==> src/rtl/cpu_types_pkg.sv <==
// Shared CPU datapath types.
// Word width and ALU opcode encoding.
package cpu_types_pkg;

  typedef logic [31:0] word_t;

  typedef enum logic [3:0] {
    ALU_SLL,
    ALU_SRL,
    ALU_SRA,
    ALU_ADD,
    ALU_SUB,
    ALU_AND,
    ALU_OR,
    ALU_XOR,
    ALU_NOR,
    ALU_SLT,
    ALU_SLTU
  } aluop_t;

endpackage

==> src/rtl/alu_mul_sequencer.sv <==
// Execute-stage ALU port owner.
// Passes pipeline operands through, or borrows the ALU for shift-add multiply.
module alu_mul_sequencer
  import cpu_types_pkg::*;
#(
  parameter int WIDTH      = 32,
  parameter bit EARLY_EXIT = 1'b1
) (
  input  logic             CLK,
  input  logic             nRST,
  input  logic [WIDTH-1:0] ex_portA,
  input  logic [WIDTH-1:0] ex_portB,
  input  aluop_t           ex_aluop,
  input  logic             mul_start,
  output logic [WIDTH-1:0] alu_portA,
  output logic [WIDTH-1:0] alu_portB,
  output aluop_t           alu_aluop,
  input  logic [WIDTH-1:0] alu_out,
  output logic             mul_busy,
  output logic             mul_done,
  output logic [WIDTH-1:0] mul_result
);

  localparam int CW = $clog2(WIDTH);

  localparam logic [1:0] IDLE = 2'd0;
  localparam logic [1:0] RUN  = 2'd1;
  localparam logic [1:0] DONE = 2'd2;

  logic [1:0]       state, state_n;
  logic [WIDTH-1:0] acc, mcand, mplier, res_q;
  logic [CW-1:0]    count;
  logic             last;

  // last step: bit WIDTH-1 consumed, or no set multiplier bits remain
  always_comb begin
    last = (count == CW'(WIDTH - 1)) ||
           (EARLY_EXIT && (mplier[WIDTH-1:1] == '0));
  end

  always_comb begin
    state_n   = state;
    alu_portA = ex_portA;
    alu_portB = ex_portB;
    alu_aluop = ex_aluop;
    unique case (state)
      IDLE: begin
        if (mul_start)
          state_n = (ex_portB == '0) ? DONE : RUN;
      end
      RUN: begin
        alu_portA = acc;
        alu_portB = mcand;
        alu_aluop = ALU_ADD;
        if (last)
          state_n = DONE;
      end
      DONE: state_n = IDLE;
      default: state_n = IDLE;
    endcase
  end

  always_ff @(posedge CLK or negedge nRST) begin
    if (!nRST) begin
      state  <= IDLE;
      acc    <= '0;
      mcand  <= '0;
      mplier <= '0;
      count  <= '0;
      res_q  <= '0;
    end else begin
      state <= state_n;
      unique case (state)
        IDLE: begin
          if (mul_start) begin
            mcand  <= ex_portA;
            mplier <= ex_portB;
            acc    <= '0;
            count  <= '0;
          end
        end
        RUN: begin
          if (mplier[0])
            acc <= alu_out;
          mcand  <= mcand << 1;
          mplier <= mplier >> 1;
          count  <= count + CW'(1);
        end
        DONE: res_q <= acc;
        default: ;
      endcase
    end
  end

  assign mul_busy = (state != IDLE);
  assign mul_done = (state == DONE);
  // acc is final in DONE, so expose it alongside the pulse
  assign mul_result = (state == DONE) ? acc : res_q;

endmodule
==> config.mk <==
export PLATFORM = sky130hd
export DESIGN_NAME = alu_mul_sequencer
export DESIGN_NICKNAME = d
export VERILOG_FILES = /design/src/rtl/cpu_types_pkg.sv /design/src/rtl/alu_mul_sequencer.sv
export SDC_FILE = /design/constraint.sdc
export NUM_CORES = 1
export LEC_CHECK = 0
export ABC_AREA = 1
export CAP_MARGIN = 10
export CORE_AREA = 2 2 150 152
export CTS_CLUSTER_SIZE = 28
export DETAILED_ROUTE_END_ITERATION = 10
export DIE_AREA = 0 0 152 154
export GPL_ROUTABILITY_DRIVEN = 0
export HOLD_SLACK_MARGIN = 0.05
export SYNTH_ARGS = -nofsm -noshare
export SYNTH_HDL_FRONTEND = slang
export SYNTH_SLANG_ARGS = --single-unit
==> constraint.sdc <==
create_clock -name CLK -period 1.78 [get_ports CLK]
set_input_delay 0.178 -clock CLK [delete_from_list [all_inputs] [get_ports CLK]]
set_output_delay 0.178 -clock CLK [all_outputs]
set_load 0.01 [all_outputs]
Word-level counts from Yosys, hierarchy flattened
Cells that the tools add are included.
- bits of input ports: 103
- logic and storage cells: 39
- bits in registers: 135
- add/subtract/negate cells: 1
- eq/ne operators: 6
- mux-type cells: 17
- reduce and logical (&&, ||, !) cells: 9
- operators by type and width (cell ; count):
    2-to-1 mux 32 bit ; 7
    case mux 32 bit (2 select lines) ; 3
    logical NOT 32 bit ; 1
    logical NOT 31 bit ; 1
    case mux 5 bit (2 select lines) ; 1
    2-to-1 mux 2 bit ; 3
    != test 2 bit (second input constant) ; 3
    adder 5 x 1 -> 5 bit (second input constant) ; 1
    equality test 5 bit (second input constant) ; 1
    2-to-1 mux 5 bit ; 1
    2-to-1 mux 4 bit ; 1
    case mux 2 bit (2 select lines) ; 1
    AND reduction 2 bit ; 2
    nonzero test 2 bit ; 2
    AND reduction 3 bit ; 1
    equality test 2 x 1 -> 1 bit (second input constant) ; 1
    equality test 2 bit (second input constant) ; 1
    logical NOT 2 bit ; 1
    logical OR 1 bit ; 1

Logic depth before layout (Yosys ltp)
Gate-level depths: netlist of the first run.
- depth in word-level cells: 4
- mapped depth: 8
- gate-level depth less buffers: 8

Worst setup path after synthesis of the first run
No wires, ideal clock.
- kind: register -> output
- start point: register state[0]
- end point: output mul_result[0]
- buffers on the path: 1
- stages on the path, launching flop included: 5
- setup slack: 0.300 ns
- arrival time: 1.302 ns
- path through: dfrtp_1 nor2_1 inv_2 clkbuf_1 o21ai_0
- cells in the longest elaborated chain, start to end: 2
- RTL lines (what ; RTL line ; text):
    start, declared ; alu_mul_sequencer.sv:30 ; logic [1:0] state, state_n;
    start signal, assigned ; alu_mul_sequencer.sv:72 ; state <= state_n;
    equality test 2 bit ; - ;
    named net mul_done ; alu_mul_sequencer.sv:20 ; output logic mul_done,
    2-to-1 mux 32 bit ; alu_mul_sequencer.sv:98 ; assign mul_result = (state == DONE) ? acc : res_q;
    end, declared ; alu_mul_sequencer.sv:21 ; output logic [WIDTH-1:0] mul_result
The timed path passes the listed nets, and every way through them passes these cells.

Worst setup path after layout of the first run
- start point: register state[0]
- end point: output alu_aluop[1]
- cells in the longest elaborated chain, start to end: 2
- RTL lines (what ; RTL line ; text):
    equality test 2 x 1 -> 1 bit ; alu_mul_sequencer.sv:46 ; unique case (state)
    2-to-1 mux 4 bit ; alu_mul_sequencer.sv:46 ;
    end, declared ; alu_mul_sequencer.sv:17 ; output aluop_t alu_aluop,
Every way passes these cells.

==> impl_metrics.ini, run 1 <==
[run_status]
status = finished with violations
violations = negative setup slack

[worst_setup_path]
critPathCapture = alu_aluop[1]
cp.arrival_ns = 1.76
r2r_start = state[1]
worstPathMaxFanout = 10
critPathCaptureType = output pin
cp-startpoint = state[0]
start_kind = flip-flop
critPathKind = flip-flop to output pin
regToRegSetupSlack_ns = 0
reg2reg_depth = 9
cp.required_ns = 1.60
rr_endpoint = mcand[19]

[finish]
diodes = 0
drive_above_1_share_pct = 37.07
nNetsFinal = 1179
fin_area_um2 = 10750
syn_to_final_growth_pct = 71.87

[clock_tree]
clock_path_buffers = 2
tritoncts = done
clk_latency_ns = 0.42
clk_root_buffer_cell = clkbuf_16
cts_buffers = 17
cts.htree.levels = 4
cts.sinks = 135
path_clk_slew_ns = 0.06

[timing]
rsz0062_at_grt = true
fin_crit_sh_pct = 108.7
max_slew_margin_pct = 70.45
hold_viol = 0
clock.fmax_mhz = 517.0
fin_tns_setup_ns = -5.273
setup_slack_ns = -0.1542
min_period_ns = 1.934
worst_pin_slew_ns = 0.4432
finClkSkew_ns = 0.006505
drv_slew = 0
whs_ns = 0.2455
setup_viol = 95

[logic_synthesis]
yosys_register_bits = 135
synthAdderAreaFrac_pct = 0.4002
synthArstFlopShare_pct = 100.0
syn_nets = 865
synth.area.top_cells = dfrtp_1 54%, nand2_1 10%, o21ai_0 8.6%, inv_1 4.6%, nor2_1 4.1%
synth_edf_count = 0
post-synth-top-area-cell = dfrtp_1
yosysMostFrequentCell = nand2_1
synth_top_family_by_area = compound AO/OA/AOI/OAI gates
ys_seq_area_share_pct = 54.02
syn_avg_cell_area_um2 = 8.228
synth_compound_area_share_pct = 18.61
synth_simple_gate_area_share_pct = 18.35
synth_top_area_share_pct = 54.02
ys.warnings.count = 0
netlist_area_um2 = 6253
synthFlopType = dfrtp_1
synthCells = 760
synth.mux.area_fraction_pct = 0
synth_cell_types = 25
synthXorXnorAreaFrac_pct = 0
synth_common_cells = 173 x nand2_1, 135 x dfrtp_1, 107 x o21ai_0

[global_route]
grt_pass1_wl_mm = 34.50
grt_antenna_before_repair = 0
grt_overflow = 0
track_usage_pct = 18.66
grt_max_degree = 41
grt_pass1_vias = 6191

[run]
maxCapViolCount = 0

[pwr]
power.density_nw_per_um2 = 1973
p_leak_nw = 5.097
total_power_w = 0.02121
vdd_ir_drop_max_uv = 954.0

[placement]
placed_area_um2 = 9253
port_buffers = 204
dp_hpwl_mm = 15.90

[die]
rows = 54
fp.dieW_um = 152
io_pins = 205
core_um2 = 21690
dieArea_um2 = 23410
start_util_pct = 28.83
die_h_um = 154

[route]
drt_iter0_drc = 391
first_pass_iters = 4
drc = 0
vias_per_cell = 4.757
antenna_left = 0
wl_per_cell_um = 17.77
via_count = 6503
wl_mm = 24.29

[min_path]
min_path_type = input pin to asynchronous set/reset pin
[through the flow]
| step | setup WS, ns | utilization [%] | std cells |
|---|---|---|---|
| after floorplan | 0.2995 | - | 760 |
| after global placement | -0.1249 | 42.66 | 1291 |
| after detailed placement | -0.1363 | 42.66 | 1291 |
| after CTS | -0.1788 | 45.74 | 1327 |
| after global routing | -0.2100 | 49.56 | 1367 |
| final | -0.1542 | 49.56 | 1367 |
[metal layers]
layer / vias up / part of all wire [%] / global-route usage, %
met3: 35 / 5.3 / 4.538
met1: 3124 / 43 / 24.63
li1: 3158 / - / -
met4: 0 / 2.1 / 5.919
met5: - / 0 / 0
met2: 186 / 50 / 30.33
[sequential cells by signal, indices dropped and copies added, names as in the netlist]
name    count
mplier     32
count       5
mcand      32
acc        32
res_q      32
state       2
[layout make-up]
| type | count | area (um2) |
|---|---|---|
| Sequential cell | 135 | 3378 |
| Multi-Input combinational cell | 496 | 2873 |
| Tap cell | 280 | 350.3 |
| Fill cell | 2062 | 10940 |
| Inverter | 81 | 326.6 |
| Timing Repair inverter | 1 | 8.758 |
| Clock buffer | 18 | 439.2 |
| Timing Repair Buffer | 342 | 3173 |
| Clock inverter | 14 | 198.9 |
[worst max-delay path, stage by stage, from the launching register on]
cell      delay, ns
dfrtp_1        0.37
buf_4          0.16
nand2_8        0.13
clkinv_8       0.10
buf_6          0.15
or2_2          0.27
buf_2          0.14
[timing repair]
| action | CTS | global route |
|---|---|---|
| endpoints found under the hold margin | 62 | 0 |
| hold buffers | 1 | 0 |
| gates resized for setup | 470 | 232 |
| setup buffers | 1 | 17 |
| gates cloned | 2 | 23 |
| setup endpoints to repair | 110 | 133 |
| pin swaps | 0 | 2 |
[how the worst min path moves through the flow]
stage          depth (start not counted)        end  slack (ns)
6_report                               2  res_q[29]        0.25
5_1_grt                                2  res_q[29]        0.28
4_1_cts                                2  res_q[27]        0.25
3_5_place_dp                           1  res_q[29]        0.13
3_3_place_gp                           1  res_q[28]        0.13
2_1_floorplan                          0     acc[0]       -0.12
[power by group]
group	leakage (nW)	switching [W]	total (W)	internal, W
clock	0.311	0.00143	0.00383	0.00240
sequential	1.71	0.000673	0.00511	0.00444
combinational	3.08	0.00658	0.0123	0.00568
total	5.10	0.00869	0.0212	0.0125
[kinds of logic after synthesis]
logic type      after synthesis
fa+ha+maj                     2
buf+inv                     129
compound gates              207
simple gates                287
flops                       135
[cells in the final DEF (no fill, tap or decap), drive strengths merged]
cell type,synthesis,layout
or2,2,2
o211ai,24,24
dlygate4sd3,0,1
a22oi,4,4
o22ai,1,1
a31oi,27,27
a22o,2,2
o21ai,143,143
inv,81,83
buf,32,219
nand2,175,175
o221ai,4,4
dfrtp,135,135
clkinvlp,0,1
clkinv,0,8
clkdlybuf4s15,0,2
nand4,1,1
nand3,40,40
a21oi,2,2
bufinv,0,4
ha,2,2
clkdlybuf4s50,0,102
nor2,69,69
clkbuf,16,35
dlygate4sd2,0,1
Note: power is estimated with default switching activity, not from simulation.
==> inputs of run 2 (changes only) <==
Settings changed: SLEW_MARGIN set to 10.
==> results of run 2 <==
Same layout as run 1: the final DEF is identical, and so are final timing and power.
==> inputs of run 3 (changes only) <==
Settings changed: GPL_TIMING_DRIVEN set to 0, PLACE_DENSITY set to 0.53.
==> impl_metrics.ini, run 3 (same netlist as run 1, synthesis figures left out) <==
[run_status]
status = finished with violations
violations = negative setup slack

[worst_setup_path]
worstPathMaxFanout = 9
critPathKind = flip-flop to output pin
crit_chain = nand2_4 > buf_12 > clkbuf_16 > nand2_4 > o21ai_2 > buf_2
start_kind = flip-flop
cp.arrival_ns = 1.70
cp.required_ns = 1.60
critPathCaptureType = output pin
slowest_stage = dfrtp_2
path_common_cell = nand2_4
critPathMaxStageDelay_ns = 0.44

[route]
drc = 0
first_pass_iters = 7
antenna_left = 0
vias_per_cell = 4.799
wl_mm = 23.89
wl_per_cell_um = 18.29
drt_iter0_drc = 432
via_count = 6267

[timing]
min_period_ns = 1.878
drv_slew = 0
setup_slack_ns = -0.09773
fin_crit_sh_pct = 105.5
setup_viol = 93
hold_viol = 0
clock.fmax_mhz = 532.6
fin_tns_setup_ns = -4.244
max_slew_margin_pct = 58.08
finClkSkew_ns = 0.007428
worst_pin_slew_ns = 0.6289
rsz0062_at_grt = true

[die]
core_um2 = 21690
io_pins = 205
fp.dieW_um = 152
start_util_pct = 28.83
rows = 54
dieArea_um2 = 23410
die_h_um = 154

[placement]
port_buffers = 204
placed_area_um2 = 8678
dp_hpwl_mm = 17.35

[clock_tree]
path_clk_slew_ns = 0.06
cts.sinks = 135
cts_buffers = 17
clk_root_buffer_cell = clkbuf_16
cts.htree.levels = 4
clock_path_buffers = 2
tritoncts = done
clk_latency_ns = 0.43

[global_route]
track_usage_pct = 20.01
grt_overflow = 0
grt_pass1_wl_mm = 36.32
grt_max_degree = 77
grt_antenna_before_repair = 1
grt_pass1_vias = 6283

[finish]
fin_area_um2 = 10050
post-route-util_pct = 46.35
mostFrequentLayoutCells = 134 x dfrtp_1, 124 x nand2_1, 105 x buf_2
n_fill_cell = 2158
syn_to_final_growth_pct = 60.76
layout_commonest_cell = dfrtp_1
seq_area_um2 = 3379
nNetsFinal = 1117
drive_above_1_share_pct = 31.90
multi_input_area_um2 = 2960

[pwr]
p_leak_nw = 4.669
power.density_nw_per_um2 = 1922
vdd_ir_drop_max_uv = 822.8
total_power_w = 0.01932

[run]
maxCapViolCount = 0

[min_path]
min_path_type = input pin to asynchronous set/reset pin
run 3: path summary, 6_finish.rpt:
kind | from | to | slack (ns) | cells after the start
max reg2reg | state[1] | mplier[19] | 0.03 | 8
max | state[0] | alu_portA[8] | -0.1 | 6
min reg2reg | res_q[15] | res_q[15] | 0.47 | 2
min | nRST | res_q[28] | 0.26 | 2
max in group asynchronous | nRST | res_q[20] | 0.76 | 3
min in group CLK | alu_out[5] | acc[5] | 0.32 | 3
run 3: what timing repair did:
item,4_1_cts,5_1_grt
pin swaps,2,2
hold endpoints to repair,59,0
cloned,1,6
hold buffers,1,0
resized for setup,588,174
setup buffers,4,17
endpoints found under the setup margin,101,120
run 3: cell type report:
| class | count | share of cell area (%) |
|---|---|---|
| Buffer | 47 | 5.264 |
| Inverter | 81 | 3.149 |
| Multi-Input combinational cell | 496 | 29.45 |
| Sequential cell | 135 | 33.62 |
| Clock buffer | 18 | 4.368 |
| Timing Repair Buffer | 234 | 19.49 |
| Tap cell | 280 | 3.485 |
| Clock inverter | 14 | 1.157 |
| Antenna cell | 1 | 0.02489 |
run 3: routing by layer:
metal	global-route usage (%)	wire, um	vias to the layer above	share of wire [%]
li1	-	-	3019	-
met1	26.05	10510	3057	44
met2	33.35	11910	169	50
met3	4.735	1124	22	4.7
met4	5.696	341	0	1.4
met5	0	0	-	0
run 3: per-stage QoR:
step           hold slack, ns  cells  setup slack [ns]
2_1_floorplan         -0.1176    760            0.2995
3_3_place_gp           0.4757   1244            -5.235
3_5_place_dp           0.1490   1245           -0.5930
4_1_cts                0.2834   1282           -0.1594
5_1_grt                0.3124   1306           -0.1747
6_report               0.2569   1306          -0.09773
run 3: power breakdown:
part / switching [W] / internal, W
Combinational: 0.00646 / 0.00448
Sequential: 0.000629 / 0.00444
Clock: 0.00147 / 0.00185
Total: 0.00856 / 0.0108
run 3: worst max-delay path, delay by kind of cell, from the launching register on:
kind	cells	cell delay (ns)
AO/OA/AOI/OAI	1	0.06
buffers and inverters	3	0.54
flip-flops	1	0.44
AND/OR/NAND/NOR	2	0.22
==> patch 1: new RTL, config.mk and constraints of run 1 <==
The parameter `EARLY_EXIT` goes from 1'b1 to 1'b0.
--- a/src/rtl/alu_mul_sequencer.sv
+++ b/src/rtl/alu_mul_sequencer.sv
@@ -4,7 +4,7 @@
   import cpu_types_pkg::*;
 #(
   parameter int WIDTH      = 32,
-  parameter bit EARLY_EXIT = 1'b1
+  parameter bit EARLY_EXIT = 1'b0
 ) (
   input  logic             CLK,
   input  logic             nRST,
Check against the original RTL: not equivalent (Yosys sat finds a counterexample within 4 cycles, from zero or initial values and one cycle with nRST low).
==> patch 1 against run 1 <==
Wire length is 4.2% lower. Largest power group unchanged. Total power up 6.7%. Largest cell class unchanged. The flow still finishes with violations (negative setup slack). Area after synthesis is 1.4% higher. Cell area grew 3.6%. Sequential cell count did not move. Non-clock buffer count shrank 6. Hold slack got worse by 0.013 ns. Setup slack improved by 0.057 ns.
==> patch 1: results (changes against run 1) <==
{| class="wikitable"
! Metric !! Value
|-
| Overall fraction of global-route tracks in use || 18.3% (was 18.7%)
|-
| Slack of the worst reg-to-reg path || 0.08 ns (was 0 ns)
|-
| Placement-stage cell area || 0.00922 sq mm (was 0.00925 sq mm)
|-
| Share of the clock period used by the worst path || 105% (was 109%)
|-
| Remaining antenna violation count after routing || 0 (unchanged)
|-
| Failing checks || negative setup slack (unchanged)
|-
| Data arrival time of the critical path || 1.70 ns (was 1.76 ns)
|-
| End of the worst register-to-register path || state[1] (was mcand[19])
|-
| Met3 wire len || 826 um (was 1280 um)
|-
| Top cells by instance count after synthesis || nand2_1, dfrtp_1, o21ai_0, inv_1, nand3_1 (was nand2_1, dfrtp_1, o21ai_0, inv_1, nor2_1)
|-
| Worst IR Drop VDD || 0.680 mV (was 0.954 mV)
|-
| Routed WL per cell || 17.4 um (was 17.8 um)
|-
| Fillers || 1932 (was 2062)
|-
| Final HPWL from detailed placement || 15500 um (was 15900 um)
|-
| Number of port buffers || 204 (unchanged)
|-
| Met1 Wirelength || 10300 um (was 10400 um)
|-
| Layout net count || 1148 (was 1179)
|-
| Number of violations reported at the end of detailed-routing iteration 0 || 367 (was 391)
|-
| Met2 routing resource usage after global routing || 29.2% (was 30.3%)
|-
| Worst R2R Path Depth || 8 (was 9)
|-
| Final setup viols || 67 (was 95)
|-
| Origin of the worst setup path || state[0] (unchanged)
|-
| Leakage || 5.25 nW (was 5.10 nW)
|-
| Maximum number of pins on one net before global-route repair || 50 (was 41)
|-
| Number of cells in the finished layout apart from fillers || 1337 (was 1367)
|-
| Relative max-transition margin || 75.3% (was 70.5%)
|-
| Final setup TNS || -2.10 ns (was -5.27 ns)
|-
| CTS root buffer || clkbuf_16 (unchanged)
|-
| Global-route wire length before repair || 33500 um (was 34500 um)
|-
| Maximum clock skew at final layout || 0.0131 ns (was 0.00650 ns)
|-
| Syn Area/Cell || 8.65 sq um (was 8.23 sq um)
|-
| Max Fanout on Critical Path || 7 (was 10)
|-
| Antenna violations before repair || 1 (was 0)
|-
| Global routing met3 resource utilization || 3.64% (was 4.54%)
|-
| Via count of the first global-routing pass || 6020 (was 6191)
|-
| Highest layer used for signal routing || met4 (unchanged)
|-
| Fraction of final layout cells with drive strength greater than 1 || 44.1% (was 37.1%)
|-
| Area Overhead vs Synth || 75.6% (was 71.9%)
|-
| Top area cells in the synthesized netlist || dfrtp_1, nand2_1, o21ai_0 (unchanged)
|-
| CTS Buf Count || 17 (unchanged)
|-
| Sequential area share after synthesis || 53.3% (was 54.0%)
|-
| Total met2 wirelength after detailed routing || 11500 um (was 12100 um)
|-
| Launching point of the worst reg2reg path || state[0] (was state[1])
|-
| Worst Slack Setup Final || -0.0976 ns (was -0.154 ns)
|-
| Per-cell via count in the routed design || 4.72 (was 4.76)
|-
| Number of library cell types mapped by synthesis || 24 (was 25)
|-
| GR Util met1 || 24.6% (about the same)
|-
| Setup slack at placement || -0.197 ns (was -0.136 ns)
|-
| Post-Synthesis Net Count || 838 (was 865)
|-
| Status || complete, but fails checks (unchanged)
|-
| Initial DRT Pass Iterations || 4 (unchanged)
|}
## patch 1: cell types whose count changed after synthesis, sizes merged, moves of 9 or more
cell,delta
a31oi,-27
buf,-10
clkbuf,+9
nand2,+33
nor2,-38
o211ai,+37
o21ai,-10
## patch 1: cell families after synthesis
kind of cell	synth area share, %
flops	53.3
simple gates	17.3
buf+inv	8.21
fa+ha+maj	0.395
compound gates	20.9
## patch 1: worst min path at each step
| stage | from | endpoint | slack [ns] |
|---|---|---|---|
| 2_1_floorplan | nRST | acc[0] | -0.12 |
| 3_3_place_gp | nRST | mcand[25] | 0.10 |
| 3_5_place_dp | nRST | mcand[25] | 0.10 |
| 4_1_cts | nRST | mcand[25] | 0.22 |
| 5_1_grt | nRST | mcand[25] | 0.25 |
| 6_report | nRST | mcand[25] | 0.23 |
## patch 1: critical path: stages (launching register included)
cell       delay, ns
dfrtp_2         0.47
nand2_8         0.17
clkinv_8        0.11
clkbuf_16       0.18
or2_4           0.22
buf_6           0.12
## patch 1: repair_timing
item / CTS / global route
cloned: 4 / 15
endpoints found under the setup margin: 102 / 100
pin swaps: 1 / 2
gates resized for setup: 542 / 269
hold buffers: 1 / 0
endpoints found under the hold margin: 135 / 0
buffers inserted: 4 / 29
## patch 1: layout make-up
type / count / share of cell area, %
inverters: 74 / 2.70
clock buffers: 18 / 3.86
multi-input cells: 477 / 29.7
diodes: 1 / 0.0225
well taps: 280 / 3.15
clock inverters: 14 / 2.00
flip-flops and latches: 135 / 30.4
repair inverters: 2 / 0.225
repair buffers: 336 / 28.0
## patch 1: power breakdown
group / internal (mW) / switching (mW)
Clock: 2.50 / 1.40
Combinational: 6.27 / 7.14
Sequential: 4.56 / 0.767
Total: 13.3 / 9.30
==> patch 2: new RTL, config.mk and constraints of run 1 <==
Made on the original files. Register the inputs `ex_portA`, `ex_portB`, `ex_aluop`, `mul_start` and `alu_out` before use, without a reset. The logic sees them one clock later.
--- a/src/rtl/alu_mul_sequencer.sv
+++ b/src/rtl/alu_mul_sequencer.sv
@@ -27,6 +27,20 @@
   localparam logic [1:0] RUN  = 2'd1;
   localparam logic [1:0] DONE = 2'd2;
 
+  logic [WIDTH-1:0] ex_portA_q;
+  logic [WIDTH-1:0] ex_portB_q;
+  aluop_t ex_aluop_q;
+  logic mul_start_q;
+  logic [WIDTH-1:0] alu_out_q;
+
+  always_ff @(posedge CLK) begin
+    ex_portA_q  <= ex_portA;
+    ex_portB_q  <= ex_portB;
+    ex_aluop_q  <= ex_aluop;
+    mul_start_q <= mul_start;
+    alu_out_q   <= alu_out;
+  end
+
   logic [1:0]       state, state_n;
   logic [WIDTH-1:0] acc, mcand, mplier, res_q;
   logic [CW-1:0]    count;
@@ -40,13 +54,13 @@
 
   always_comb begin
     state_n   = state;
-    alu_portA = ex_portA;
-    alu_portB = ex_portB;
-    alu_aluop = ex_aluop;
+    alu_portA = ex_portA_q;
+    alu_portB = ex_portB_q;
+    alu_aluop = ex_aluop_q;
     unique case (state)
       IDLE: begin
-        if (mul_start)
-          state_n = (ex_portB == '0) ? DONE : RUN;
+        if (mul_start_q)
+          state_n = (ex_portB_q == '0) ? DONE : RUN;
       end
       RUN: begin
         alu_portA = acc;
@@ -72,16 +86,16 @@
       state <= state_n;
       unique case (state)
         IDLE: begin
-          if (mul_start) begin
-            mcand  <= ex_portA;
-            mplier <= ex_portB;
+          if (mul_start_q) begin
+            mcand  <= ex_portA_q;
+            mplier <= ex_portB_q;
             acc    <= '0;
             count  <= '0;
           end
         end
         RUN: begin
           if (mplier[0])
-            acc <= alu_out;
+            acc <= alu_out_q;
           mcand  <= mcand << 1;
           mplier <= mplier >> 1;
           count  <= count + CW'(1);
Formal check against the unedited RTL: not equivalent (a bounded check fails within 4 cycles, from zero or initial values and one cycle with nRST low).
==> patch 2 against run 1 <==
Area after synthesis up 36%. Wire length up 9.0%. Sequential cell count up 101. Cell area up 22%. Setup slack worse by 0.098 ns. The run still ends with negative setup slack left. Clock power up 43%. Core utilization up 11 points. Largest power group unchanged. Non-clock buffer count up 1. First-iteration DRC count down 12%. Total power up 17%.
==> patch 2: results (changes against run 1) <==
{| class="wikitable"
! Metric !! Value
|-
| Fraction of final layout cells with drive strength greater than 1 || 35.5% (was 37.1%)
|-
| Total met2 wirelength after detailed routing || 12100 um (about the same)
|-
| Antenna violations before repair || 1 (was 0)
|-
| Area share of buffers outside the clock network || 24.4% (was 29.5%)
|-
| Final HPWL from detailed placement || 16600 um (was 15900 um)
|-
| Max Root-Sink Buffers || 3 (was 2)
|-
| Final setup viols || 100 (was 95)
|-
| Proportion of cell area occupied by multi-input gates || 22.7% (was 26.7%)
|-
| Sequential area share after synthesis || 63.5% (was 54.0%)
|-
| Met3 wire len || 1800 um (was 1280 um)
|-
| HP Class || in -> reg (was in -> async)
|-
| Inverter count of the layout excluding clock inverters || 77 (was 82)
|-
| Status || complete, but fails checks (unchanged)
|-
| Data arrival time of the critical path || 1.85 ns (was 1.76 ns)
|-
| Routed WL per cell || 18.0 um (was 17.8 um)
|-
| Failing checks || negative setup slack (unchanged)
|-
| GR Util met1 || 28.5% (was 24.6%)
|-
| Number of violations reported at the end of detailed-routing iteration 0 || 345 (was 391)
|-
| Number of library cell types mapped by synthesis || 26 (was 25)
|-
| Leakage || 6.10 nW (was 5.10 nW)
|-
| Max Fanout on Critical Path || 6 (was 10)
|-
| Number of cells in the finished layout apart from fillers || 1473 (was 1367)
|-
| Maximum number of pins on one net before global-route repair || 50 (was 41)
|-
| Worst Slack Setup Final || -0.252 ns (was -0.154 ns)
|-
| Worst Tran Pin Value || 0.485 ns (was 0.443 ns)
|-
| Fillers || 1798 (was 2062)
|-
| Placed Instances || 1382 (was 1291)
|-
| Share of the final layout cell area in sequential cells || 41.1% (was 31.4%)
|-
| Via count of the first global-routing pass || 7261 (was 6191)
|-
| Top cells by instance count after synthesis || nand2_1, dfrtp_1, o21ai_0, dfxtp_1, inv_1 (was nand2_1, dfrtp_1, o21ai_0, inv_1, nor2_1)
|-
| Final setup TNS || -15.89 ns (was -5.27 ns)
|-
| CTS Buf Count || 26 (was 17)
|-
| Global-route wire length before repair || 40000 um (was 34500 um)
|-
| CTS H-Tree Depth || 1 (was 4)
|-
| Maximum clock skew at final layout || 0.0161 ns (was 0.00650 ns)
|-
| Met2 routing resource usage after global routing || 34.4% (was 30.3%)
|-
| Post-synthesis instance total || 850 (was 760)
|-
| Multi-In Gates || 490 (was 496)
|-
| Number of clock buffers in the layout || 40 (was 18)
|-
| Routed via count || 7162 (was 6503)
|-
| Clock buffer and inverter area fraction after layout || 6.69% (was 5.94%)
|-
| Slowest library cell on the worst path || dfrtp_2 (was dfrtp_1)
|-
| Met1 Wirelength || 12000 um (was 10400 um)
|-
| Post-Synthesis Net Count || 955 (was 865)
|-
| Layout net count || 1279 (was 1179)
|-
| Setup slack at placement || -0.225 ns (was -0.136 ns)
|-
| Highest layer used for signal routing || met5 (was met4)
|-
| Clock insertion delay at the later pin of the skew report || 0.53 ns (was 0.42 ns)
|-
| # clock sinks || 236 (was 135)
|-
| Global routing met3 resource utilization || 5.98% (was 4.54%)
|}
## patch 2: path summary, 6_finish.rpt
kind / end / cells past startpoint / slack (ns)
worst min-delay path: ex_portB_q[15] / 1 / 0.09
worst max-delay path: alu_portB[19] / 7 / -0.25
max in group asynchronous: mcand[5] / 3 / 0.97
worst max register to register: acc[4] / 10 / 0.04
min in group asynchronous: acc[7] / 2 / 0.17
worst min register to register: acc[17] / 2 / 0.45
## patch 2: cell families after synthesis
logic type | Yosys count | synth area share, %
AOI/OAI and AO/OA | 199 | 15.6
adders and majority gates | 2 | 0.294
buffers and inverters | 124 | 6.98
and+or+nand+nor | 289 | 13.7
DFF | 236 | 63.5
## patch 2: power breakdown
part,switching [mW],internal [mW]
registers,0.713,6.70
logic,6.27,5.61
clock network,2.15,3.34
total,9.13,15.6
## patch 2: what timing repair did
item	4_1_cts	5_1_grt
pin swaps	4	8
hold endpoints to repair	135	0
gates cloned	8	8
gates resized for setup	516	187
hold buffers	1	0
endpoints found under the setup margin	102	196
setup buffers	23	8
